File: src/rtl/fp64_mul_arbiter_if.sv
// -----------------------------------------------------------------------------
// fp64_mul_arbiter_if
//   Request/response bundle between the requesting engines and the FP64
//   multiplier arbiter.
//
//   req_valid  NUM_REQ      per-requester operation request
//   req_ready  NUM_REQ      per-requester grant (one-hot or zero)
//   req_a      NUM_REQ*64   operand A, requester i in bits [64*i+63:64*i]
//   req_b      NUM_REQ*64   operand B, same packing as req_a
//   rsp_valid  1            result valid (no backpressure)
//   rsp_id     ID_W         owner of rsp_data
//   rsp_data   64           FP64 product
//
//   master: requester side, slave: arbiter side.
// -----------------------------------------------------------------------------
interface fp64_mul_arbiter_if #(
  parameter int NUM_REQ = 4,
  parameter int ID_W    = 2
) ();
  logic [NUM_REQ-1:0]    req_valid;
  logic [NUM_REQ-1:0]    req_ready;
  logic [NUM_REQ*64-1:0] req_a;
  logic [NUM_REQ*64-1:0] req_b;
  logic                  rsp_valid;
  logic [ID_W-1:0]       rsp_id;
  logic [63:0]           rsp_data;

  modport master (
    output req_valid, req_a, req_b,
    input  req_ready, rsp_valid, rsp_id, rsp_data
  );

  modport slave (
    input  req_valid, req_a, req_b,
    output req_ready, rsp_valid, rsp_id, rsp_data
  );
endinterface

File: src/rtl/fp64_mul_arbiter.sv
// -----------------------------------------------------------------------------
// fp64_mul_arbiter
//   Shares one fixed-latency pipelined FP64 multiplier among NUM_REQ
//   requesters. A round-robin arbiter issues at most one operation per cycle,
//   a tag pipeline tracks the owner of every in-flight operation and each
//   result is returned with the ID of the requester that issued it.
//
//   Ports
//     clk           clock, rising edge
//     rst_n         synchronous reset, active low
//     bus           fp64_mul_arbiter_if.slave (req_* in, req_ready/rsp_* out)
//     mul_in_valid  issue strobe to the multiplier
//     mul_a, mul_b  operands to the multiplier
//     mul_result    multiplier result
//     mul_valid     multiplier result valid
//     inflight      operations issued but not yet returned
//     err           sticky tag/valid mismatch flag
//
//   Optional feature: define FP64_ARB_ERRCHK_EN to build the tag/valid
//   checker. Without it err is tied to 0.
//
//   Latency handshake -> rsp_valid is MUL_LAT+2 cycles: one issue register,
//   MUL_LAT multiplier stages, one response register.
// -----------------------------------------------------------------------------
module fp64_mul_arbiter #(
  parameter int NUM_REQ = 4,
  parameter int ID_W    = 2,
  parameter int MUL_LAT = 3
) (
  input  logic              clk,
  input  logic              rst_n,
  fp64_mul_arbiter_if.slave bus,
  output logic              mul_in_valid,
  output logic [63:0]       mul_a,
  output logic [63:0]       mul_b,
  input  logic [63:0]       mul_result,
  input  logic              mul_valid,
  output logic [ID_W+1:0]   inflight,
  output logic              err
);

  logic [ID_W-1:0]    ptr_reg;
  logic [ID_W-1:0]    ptr_next;
  logic [ID_W-1:0]    grant_id;
  logic               grant_any;
  logic [ID_W:0]      scan_idx;
  logic [NUM_REQ-1:0] grant_onehot;
  logic               transfer;

  logic [63:0]        op_a [NUM_REQ];
  logic [63:0]        op_b [NUM_REQ];

  logic               issue_valid_reg;
  logic [ID_W-1:0]    issue_id_reg;
  logic [63:0]        mul_a_reg;
  logic [63:0]        mul_b_reg;

  logic [MUL_LAT-1:0] tag_valid_reg;
  logic [ID_W-1:0]    tag_id_reg [MUL_LAT];
  logic               tail_valid;
  logic [ID_W-1:0]    tail_id;

  logic               rsp_fire;
  logic               ret_tagged;
  logic               rsp_valid_reg;
  logic [ID_W-1:0]    rsp_id_reg;
  logic [63:0]        rsp_data_reg;
  logic [ID_W+1:0]    inflight_reg;
  logic [ID_W+1:0]    inflight_next;

  // Unpack the flat operand buses so the issue mux is a plain array index.
  for (genvar gi = 0; gi < NUM_REQ; gi++) begin : g_unpack
    assign op_a[gi] = bus.req_a[64*gi +: 64];
    assign op_b[gi] = bus.req_b[64*gi +: 64];
  end

  // Round-robin search: first valid requester at or after ptr, wrapping.
  always_comb begin
    grant_id  = '0;
    grant_any = 1'b0;
    scan_idx  = '0;
    for (int k = 0; k < NUM_REQ; k++) begin
      scan_idx = {1'b0, ptr_reg} + (ID_W+1)'(k);
      if (scan_idx >= (ID_W+1)'(NUM_REQ)) begin
        scan_idx = scan_idx - (ID_W+1)'(NUM_REQ);
      end
      if (!grant_any && bus.req_valid[scan_idx[ID_W-1:0]]) begin
        grant_any = 1'b1;
        grant_id  = scan_idx[ID_W-1:0];
      end
    end
  end

  for (genvar gi = 0; gi < NUM_REQ; gi++) begin : g_grant
    assign grant_onehot[gi] = grant_any && (grant_id == ID_W'(gi));
  end

  // Grants are suppressed while reset is held so nothing transfers.
  assign bus.req_ready = rst_n ? grant_onehot : '0;
  assign transfer      = rst_n & grant_any;
  assign ptr_next      = (grant_id == ID_W'(NUM_REQ - 1)) ? '0 : grant_id + ID_W'(1);

  assign tail_valid = tag_valid_reg[MUL_LAT-1];
  assign tail_id    = tag_id_reg[MUL_LAT-1];

  // Only results that line up with a live tag count as returned operations;
  // this is what discards multiplier output belonging to pre-reset issues.
  assign ret_tagged = mul_valid & tail_valid;

`ifdef FP64_ARB_ERRCHK_EN
  logic err_reg;

  // With the checker built, a mismatching result is still forwarded so the
  // fault is visible downstream alongside err.
  assign rsp_fire = mul_valid;

  always_ff @(posedge clk) begin
    if (!rst_n) begin
      err_reg <= 1'b0;
    end else if (mul_valid != tail_valid) begin
      err_reg <= 1'b1;
    end
  end

  assign err = err_reg;
`else
  assign rsp_fire = ret_tagged;
  assign err      = 1'b0;
`endif

  always_comb begin
    inflight_next = inflight_reg;
    if (transfer && !ret_tagged) begin
      inflight_next = inflight_reg + 1'b1;
    end else if (!transfer && ret_tagged) begin
      inflight_next = inflight_reg - 1'b1;
    end
  end

  always_ff @(posedge clk) begin
    if (!rst_n) begin
      ptr_reg         <= '0;
      issue_valid_reg <= 1'b0;
      issue_id_reg    <= '0;
      mul_a_reg       <= '0;
      mul_b_reg       <= '0;
      tag_valid_reg   <= '0;
      for (int s = 0; s < MUL_LAT; s++) begin
        tag_id_reg[s] <= '0;
      end
      rsp_valid_reg   <= 1'b0;
      rsp_id_reg      <= '0;
      rsp_data_reg    <= '0;
      inflight_reg    <= '0;
    end else begin
      issue_valid_reg <= transfer;
      if (transfer) begin
        ptr_reg      <= ptr_next;
        issue_id_reg <= grant_id;
        mul_a_reg    <= op_a[grant_id];
        mul_b_reg    <= op_b[grant_id];
      end

      // Stage 0 is loaded from the issue register so the tail lines up with
      // mul_valid exactly MUL_LAT cycles after mul_in_valid.
      tag_valid_reg[0] <= issue_valid_reg;
      tag_id_reg[0]    <= issue_id_reg;
      for (int s = 1; s < MUL_LAT; s++) begin
        tag_valid_reg[s] <= tag_valid_reg[s-1];
        tag_id_reg[s]    <= tag_id_reg[s-1];
      end

      rsp_valid_reg <= rsp_fire;
      if (rsp_fire) begin
        rsp_data_reg <= mul_result;
        rsp_id_reg   <= tail_id;
      end

      inflight_reg <= inflight_next;
    end
  end

  assign mul_in_valid  = issue_valid_reg;
  assign mul_a         = mul_a_reg;
  assign mul_b         = mul_b_reg;
  assign bus.rsp_valid = rsp_valid_reg;
  assign bus.rsp_id    = rsp_id_reg;
  assign bus.rsp_data  = rsp_data_reg;
  assign inflight      = inflight_reg;

endmodule
File: src/flat_wrapper.sv
// flat-port wrapper written by rule: the top's interface ports become plain ports
module fp64_mul_arbiter_flat 
#(
  parameter int NUM_REQ = 4,
  parameter int ID_W    = 2,
  parameter int MUL_LAT = 3
)
  (clk, rst_n, mul_in_valid, mul_a, mul_b, mul_result, mul_valid, inflight, err, bus_req_valid, bus_req_a, bus_req_b, bus_req_ready, bus_rsp_valid, bus_rsp_id, bus_rsp_data);
  fp64_mul_arbiter_if #(.NUM_REQ(NUM_REQ), .ID_W(ID_W)) bus_i ();
  input  logic clk;
  input  logic rst_n;
  output logic mul_in_valid;
  output logic [63:0] mul_a;
  output logic [63:0] mul_b;
  input  logic [63:0] mul_result;
  input  logic mul_valid;
  output logic [ID_W+1:0] inflight;
  output logic err;
  input wire logic [$bits(bus_i.req_valid)-1:0] bus_req_valid;
  input wire logic [$bits(bus_i.req_a)-1:0] bus_req_a;
  input wire logic [$bits(bus_i.req_b)-1:0] bus_req_b;
  output wire logic [$bits(bus_i.req_ready)-1:0] bus_req_ready;
  output wire logic [$bits(bus_i.rsp_valid)-1:0] bus_rsp_valid;
  output wire logic [$bits(bus_i.rsp_id)-1:0] bus_rsp_id;
  output wire logic [$bits(bus_i.rsp_data)-1:0] bus_rsp_data;
  assign bus_i.req_valid = bus_req_valid;
  assign bus_i.req_a = bus_req_a;
  assign bus_i.req_b = bus_req_b;
  assign bus_req_ready = bus_i.req_ready;
  assign bus_rsp_valid = bus_i.rsp_valid;
  assign bus_rsp_id = bus_i.rsp_id;
  assign bus_rsp_data = bus_i.rsp_data;
  fp64_mul_arbiter #(.NUM_REQ(NUM_REQ), .ID_W(ID_W), .MUL_LAT(MUL_LAT)) u_core (.clk(clk), .rst_n(rst_n), .bus(bus_i), .mul_in_valid(mul_in_valid), .mul_a(mul_a), .mul_b(mul_b), .mul_result(mul_result), .mul_valid(mul_valid), .inflight(inflight), .err(err));
endmodule
File: config.mk
export PLATFORM = sky130hd
export DESIGN_NAME = fp64_mul_arbiter_flat
export DESIGN_NICKNAME = d
export VERILOG_FILES = /design/src/rtl/fp64_mul_arbiter_if.sv /design/src/rtl/fp64_mul_arbiter.sv /design/src/flat_wrapper.sv
export SDC_FILE = /design/constraint.sdc
export NUM_CORES = 1
export LEC_CHECK = 0
export CORE_AREA = 4 4 301 303
export DETAILED_ROUTE_END_ITERATION = 16
export DIE_AREA = 0 0 305 307
export HOLD_SLACK_MARGIN = 0.08
export PLACE_DENSITY = 0.33
export SYNTH_ARGS = -nofsm -noshare
export SYNTH_HDL_FRONTEND = slang
export SYNTH_SLANG_ARGS = --single-unit
File: constraint.sdc
create_clock -name clk -period 3.8 [get_ports clk]
set_clock_uncertainty 0.05 [all_clocks]
set_input_delay 0.76 -clock clk [delete_from_list [all_inputs] [get_ports clk]]
set_output_delay 0.76 -clock clk [all_outputs]
set_load 0.02 [all_outputs]
==> results of run 1 <==
[cells in the mapped netlist]
master    count
a21oi_1       1
o32ai_2       1
nor4_1        1
clkinv_2      1
nor2_1        2
nand2_1     264
buf_4        17
inv_1         5
and2_4        1
clkbuf_1    132
conb_1        1
or3_1         1
a211oi_1    256
and2_1       18
o31ai_2      88
buf_1         1
ha_1          7
or4_1         1
o31ai_1      41
buf_6         2
nor2b_1       6
dfxtp_1     213
and3_1      257
xnor2_1       3
a21boi_0     68
fa_1          1
clkbuf_2      1
or4b_1        1
a21o_1        1
o21ai_0       4
buf_2        15
nand2b_1      1
mux2i_1       2
[how the worst min path moves through the flow]
stage,from,endpoint
final,u_core.tag_id_reg[0][1]$_SDFF_PN0_,u_core.tag_id_reg[1][1]$_SDFF_PN0_
after global routing,u_core.tag_id_reg[1][1]$_SDFF_PN0_,u_core.tag_id_reg[2][1]$_SDFF_PN0_
after CTS,u_core.tag_id_reg[0][1]$_SDFF_PN0_,u_core.tag_id_reg[1][1]$_SDFF_PN0_
after detailed placement,u_core.tag_id_reg[1][1]$_SDFF_PN0_,u_core.tag_id_reg[2][1]$_SDFF_PN0_
after global placement,u_core.tag_valid_reg[1]$_SDFF_PN0_,u_core.tag_valid_reg[2]$_SDFF_PN0_
after floorplan,u_core.tag_id_reg[0][0]$_SDFF_PN0_,u_core.tag_id_reg[1][0]$_SDFF_PN0_
[cells in the final DEF (no fill, tap or decap), types with 2 or more instances in the layout]
master,instances
dlygate4sd2_1,3
bufinv_16,2
o31ai_2,88
ha_1,7
clkdlybuf4s50_1,781
and2_4,2
clkbuf_8,11
dfxtp_1,213
and2_1,16
inv_1,3
a21boi_0,67
nor2b_1,6
clkbuf_1,7
clkinv_2,2
inv_6,2
o21ai_0,4
clkbuf_16,35
buf_4,33
a211oi_1,256
o31ai_1,41
mux2i_1,2
diode_2,16
nor2_1,2
buf_12,8
and3_1,257
nand2_1,264
xnor2_1,3
[critical path: stages]
cell,delay (ns)
clkdlybuf4s50_1,0.44
nor2b_1,0.17
or4b_4,0.52
and2_4,0.21
ha_1,0.19
and2_1,0.18
dlygate4sd2_1,0.34
[kinds of logic (layout without fill, tap and decap cells)]
group / count (synthesis) / in the layout / share of synthesized area, %
AOI/OAI and AO/OA: 460 / 460 / 32.78
and+or+nand+nor: 553 / 553 / 23.61
xor gates and xnor gates: 3 / 3 / 0.2215
other: 1 / 17 / 0.03160
buffers and inverters: 174 / 891 / 6.347
DFF: 213 / 213 / 35.93
adders and majority gates: 8 / 8 / 0.9068
muxes: 2 / 2 / 0.1687
[area by class of cell]
cell class / count / share of cell area (%)
antenna: 16 / 0.1814
clock buffer: 53 / 4.772
clock inverter: 5 / 0.3570
inverter: 6 / 0.1587
multi-input combinational: 1027 / 31.16
sequential: 213 / 19.31
tap: 1165 / 6.602
timing repair buffer: 827 / 37.46
[what timing repair did]
item,4_1_cts,5_1_grt
setup endpoints to repair,3,1
hold buffers,0,0
pin swaps,0,1
resized for setup,4,1
endpoints found under the hold margin,0,0
cloned,0,0
[metrics by stage]
step	area, um^2	setup TNS [ns]	power, mW	setup slack (ns)	hold WS (ns)
after floorplan	11870	0	5.034	0.5219	0.3619
after global placement	20910	-0.1720	7.213	-0.07666	0.3646
after detailed placement	20910	-0.1414	7.227	-0.07915	0.3677
after CTS	22030	0	10.65	0.03000	0.3802
after global routing	22050	0	10.97	0.1176	0.3873
final	22080	0	10.38	0.1844	0.3724
[power groups by stage]
stage               sequential, mW  combinational, mW  clock, mW
finish                        2.79               4.31       3.27
global route                  2.84               4.63       3.51
CTS                           2.80               4.40       3.45
detailed placement            2.84               4.39          0
global placement              2.83               4.38          0
floorplan                     3.20               1.83          0
[metal layers]
| metal | vias up | track usage, % | part of all wire [%] |
|---|---|---|---|
| li1 | 6637 | - | - |
| met3 | 100 | 6.405 | 8.6 |
| met4 | 22 | 4.118 | 2.3 |
| met1 | 6500 | 17.99 | 40 |
| met2 | 533 | 28.03 | 49 |
| met5 | - | 0 | 0.17 |
==> results.md, run 1 <==
- Global Route Usage Sum: between 15 and 20%
- DR vias: ~14000
- CP endpoint: bus_req_ready[2]
- Die width: 305 um
- Number of synthesized register bits: about 210
- Area share of the largest cell type after synthesis: between 30% and 40%
- Clock power share: around a third
- Crit-path max FO: 4
- Clock Sinks: 213
- DPL Wire Length: 58550 um
- DR WL/cell: approximately 24 um
- Fillcell total: roughly 9600
- Core box area: 0.08797 mm^2
- Rel. slew slack: 36.89%
- Drt pass-1 iters: 4
- Clock Tree Buf Depth: 3
- RR Endpoint: u_core.mul_a[48]$_SDFFE_PN0P_
- Multi-input logic area: roughly 0.0069 mm^2
- Logic pwr share: between 40% and 50%
- Unrepaired setup endpoints after global routing: no
- WHS Path Cells: 1
- Syn nets: approximately 2000
- Status: finished, final reports clean
- Worst reg2reg startpoint: u_core.ptr_reg[1]$_SDFFE_PN0P_
- Worst skew pair latency: ~0.52 ns
- Pwr dens: 470.0 mW/mm^2
- Remaining DRCs: 0
- CP endpoint kind: primary output
- Max Clk Rate: ~280 MHz
- Routed Antenna Nets: 0
- Placer congestion estimate: around 0.77
- Antenna violations before repair: 27
- Switching Share: between 30% and 40%
- # setup viols final: 0
- Fin crit share: between 90 and 100%
- FF+latch area: ~0.0043 mm^2
- Cells after synthesis: around 1400
- Peak VDD IR: 0.0003599 V
- Drt initial violations: a little under 600
- First-pass GRT wire length: 110200 um
- Setup crit start: bus_req_valid[2]
- Psw: roughly 3.8 mW
- Finished Core Util: 25.10%
- Tightest Pin Transition: 0.9466 ns
- CTS buffer count: 34
- IO Count: 788
- Crit start category: primary input
- Pint: 6.559 mW
- Hold crit path type: reg2reg
- Synthesis Warnings: 0
- Setup bufs post-CTS: 0
- Layout cells sized above 1: around 9.0%
- Root buffer selected by CTS: clkbuf_16
- Final Max Tran Viols: 0
- Worst R2R Setup Slack: a little under 0.9 ns
- CP arrival: about 2.8 ns
- Via density: roughly 4.2
- Synth-to-layout area growth: 86.05%
- R2R cell count: 8
- Minimum clock period after layout: around 3.6 ns
- Critical path type: in2out
- Placed Cells: roughly 3200
- Fin nets: 2700
- Max-Cap Viols: 0
- CTS HTree Levels: 2
- Post-Syn Area: roughly 0.012 mm^2
- Final WL: slightly below 80000 um
- Synth area leaders: dfxtp_1 36%, a211oi_1 16%, and3_1 14%
- Final Hold Fails: 0
- Library cells used by synthesis: 33
- Core Rows: approximately 110
- Overflow after GRT: 0
- Worst-path clk slew: roughly 0.05 ns
- Sequential Power Share: 26.9%
- Number of port buffers: ~790
- Largest net degree at the start of global routing: approximately 160
- Seq/Total Area, Yosys: a little over a third
- Final Non-Filler Cells: roughly 3300
- Vias in the first global route: between 10000 and 15000
- Die height: 307 um
- Initial Util: between 10% and 20%
- Die footprint: roughly 0.094 mm^2
- Leakage power: between 8 and 9 nW
- Avg Synthesized Cell Area: between 8 and 9 um^2
- WP data required: 2.99 ns
- TritonCTS clock tree: built
- Synth area leader: dfxtp_1
No activity file was read; power rests on OpenSTA's default activity.
==> inputs of run 2 (changes only) <==
Settings changed: CTS_CLUSTER_DIAMETER set to 40.
==> run 2 against run 1 <==
Global-route usage up 0.15 points. Worst setup slack worse by 0.0059 ns. Total power rose by 29%. Cell count is 2.3% higher. Sequential share of layout area shrank 1.2 points. Non-clock buffer count stayed put. Worst hold slack improved by 0.0062 ns. Combinational power barely moved. Via count increased by 2.1%. Flip-flop and latch count unchanged. Critical path depth stayed put. Largest cell class unchanged. Largest power group is now the clock network.
==> results.md, run 2 (synthesis results as in run 1) <==
- Placer congestion estimate: slightly below 0.8
- Min Hold Slack: 0.3786 ns
- Critical path type: in2out
- Layout cells sized above 1: 11.86%
- First-pass GRT wire length: approximately 110000 um
- Slowest-stage cell, CP: or4b_4
- Global Route Usage Sum: between 15 and 20%
- DR vias: around 14000
- Hold crit path type: reg2reg
- Peak per-stage delay on the critical path: between 0.5 and 0.6 ns
- Status: finished, final reports clean
- DPL Wire Length: slightly below 60000 um
- Tightest Pin Transition: 0.9466 ns
- Routed Antenna Nets: 0
- Fin nets: ~2700
- Critical path depth: 7
- Final Non-Filler Cells: ~3400
- Die width: 305 um
- Root buffer selected by CTS: clkbuf_16
- Pwr dens: approximately 570 mW/mm^2
- # setup viols final: 0
- Most common cell after layout, fill and taps aside: clkdlybuf4s50_1
- Remaining DRCs: 0
- Worst-path clk slew: 0.04 ns
- Largest net degree at the start of global routing: roughly 160
- Vias in the first global route: between 10000 and 15000
- CP endpoint: bus_req_ready[2]
- CP endpoint kind: primary output
- Switching Share: 33.06%
- Clock Sinks: approximately 210
- Crit-path max FO: 4
- Psw: approximately 4.4 mW
- Peak VDD IR: around 0.00031 V
- Final WL: 79900 um
- Worst reg2reg startpoint: u_core.ptr_reg[1]$_SDFFE_PN0P_
- DR WL/cell: ~24 um
- Final Max Tran Viols: 0
- Worst skew pair latency: ~0.58 ns
- Setup crit start: bus_req_valid[2]
- WP data required: about 3.0 ns
- Unrepaired setup endpoints after global routing: no
- Overflow after GRT: 0
- Die footprint: around 0.094 mm^2
- Final Hold Fails: 0
- Drt pass-1 iters: 4
- Rel. slew slack: between 30% and 40%
- Buf/Inv on CP: 2
- Max Clk Rate: 276.1 MHz
- Sequential Power Share: between 20% and 30%
- CTS HTree Levels: 3
- Worst R2R Setup Slack: roughly 0.90 ns
- Number of port buffers: approximately 800
- CTS buffer count: between 70 and 80
- Hold_buf cts: 0
- Crit start category: primary input
- Core Rows: ~110
- RR Endpoint: u_core.mul_a[49]$_SDFFE_PN0P_
- Die height: slightly above 300 um
- Via density: about 4.2
- TritonCTS clock tree: built
- Minimum clock period after layout: ~3.6 ns
- Antenna violations before repair: 27
- Initial Util: between 10% and 20%
- Pint: 8.953 mW
- Top delay family on crit path: simple AND/OR/NAND/NOR gates
- Leakage power: ~8.8 nW
- Final Total Pwr: between 10 and 15 mW
- Crit path cell chain: clkdlybuf4s50_1 -> nor2b_1 -> or4b_4 -> and2_4 -> ha_1 -> and2_1 -> dlygate4sd2_1
- Clock Tree Buf Depth: 3
- Max-Cap Viols: 0
- Drt initial violations: about 580
- Synth-to-layout area growth: 98.28%
- Finished Core Util: about a quarter
- Fin crit share: a little over nine tenths
- Commonest cells after routing, fill and taps aside: 781 x clkdlybuf4s50_1, 264 x nand2_1, 257 x and3_1
- Core box area: slightly below 0.09 mm^2
- Logic pwr share: about a third
- CP arrival: around 2.8 ns
- Placed Cells: roughly 3200
- Clock power share: a little under half
- R2R cell count: 8
- IO Count: around 800
- Setup bufs post-CTS: 0
run 2: worst min path at each step:
stage	start	end	slack [ns]	cells past startpoint
3_5_place_dp	u_core.tag_id_reg[1][1]$_SDFF_PN0_	u_core.tag_id_reg[2][1]$_SDFF_PN0_	0.37	1
4_1_cts	u_core.tag_id_reg[1][1]$_SDFF_PN0_	u_core.tag_id_reg[2][1]$_SDFF_PN0_	0.38	1
5_1_grt	u_core.tag_id_reg[1][1]$_SDFF_PN0_	u_core.tag_id_reg[2][1]$_SDFF_PN0_	0.38	1
2_1_floorplan	u_core.tag_id_reg[0][0]$_SDFF_PN0_	u_core.tag_id_reg[1][0]$_SDFF_PN0_	0.36	1
6_report	u_core.tag_id_reg[0][1]$_SDFF_PN0_	u_core.tag_id_reg[1][1]$_SDFF_PN0_	0.38	1
3_3_place_gp	u_core.tag_valid_reg[1]$_SDFF_PN0_	u_core.tag_valid_reg[2]$_SDFF_PN0_	0.36	1
run 2: power groups by stage:
stage / combinational, mW / clock (mW) / sequential [mW]
final: 4.32 / 6.26 / 2.80
after global placement: 4.38 / 0 / 2.83
after global routing: 4.63 / 6.57 / 2.84
after CTS: 4.40 / 6.46 / 2.81
after floorplan: 1.83 / 0 / 3.20
after detailed placement: 4.39 / 0 / 2.84
run 2: stage by stage:
stage | TNS (ns) | instance area, um^2 | setup slack [ns]
4_1_cts | 0 | 23490 | 0.03000
6_report | 0 | 23530 | 0.1785
3_3_place_gp | -0.1720 | 20910 | -0.07666
5_1_grt | 0 | 23510 | 0.1176
3_5_place_dp | -0.1414 | 20910 | -0.07915
2_1_floorplan | 0 | 11870 | 0.5219
run 2: area by class of cell:
cell class | count | area (um^2)
inverter | 6 | 35.03
antenna | 14 | 35.03
multi-input combinational | 1027 | 6879
tap | 1165 | 1458
timing repair buffer | 827 | 8269
clock buffer | 107 | 2167
sequential | 213 | 4264
fill | 9453 | 64440
clock inverter | 30 | 421.7
run 2: timing repair:
item	in CTS	in global routing
setup endpoints to repair	3	1
gates resized for setup	4	1
pin swaps	0	1
run 2: metal layers:
metal	up-vias	wire [um]	global-route usage, %
met2	587	39030	27.92
li1	6754	-	-
met5	-	160	0
met1	6591	31190	17.79
met4	24	2071	5.257
met3	129	7452	6.880
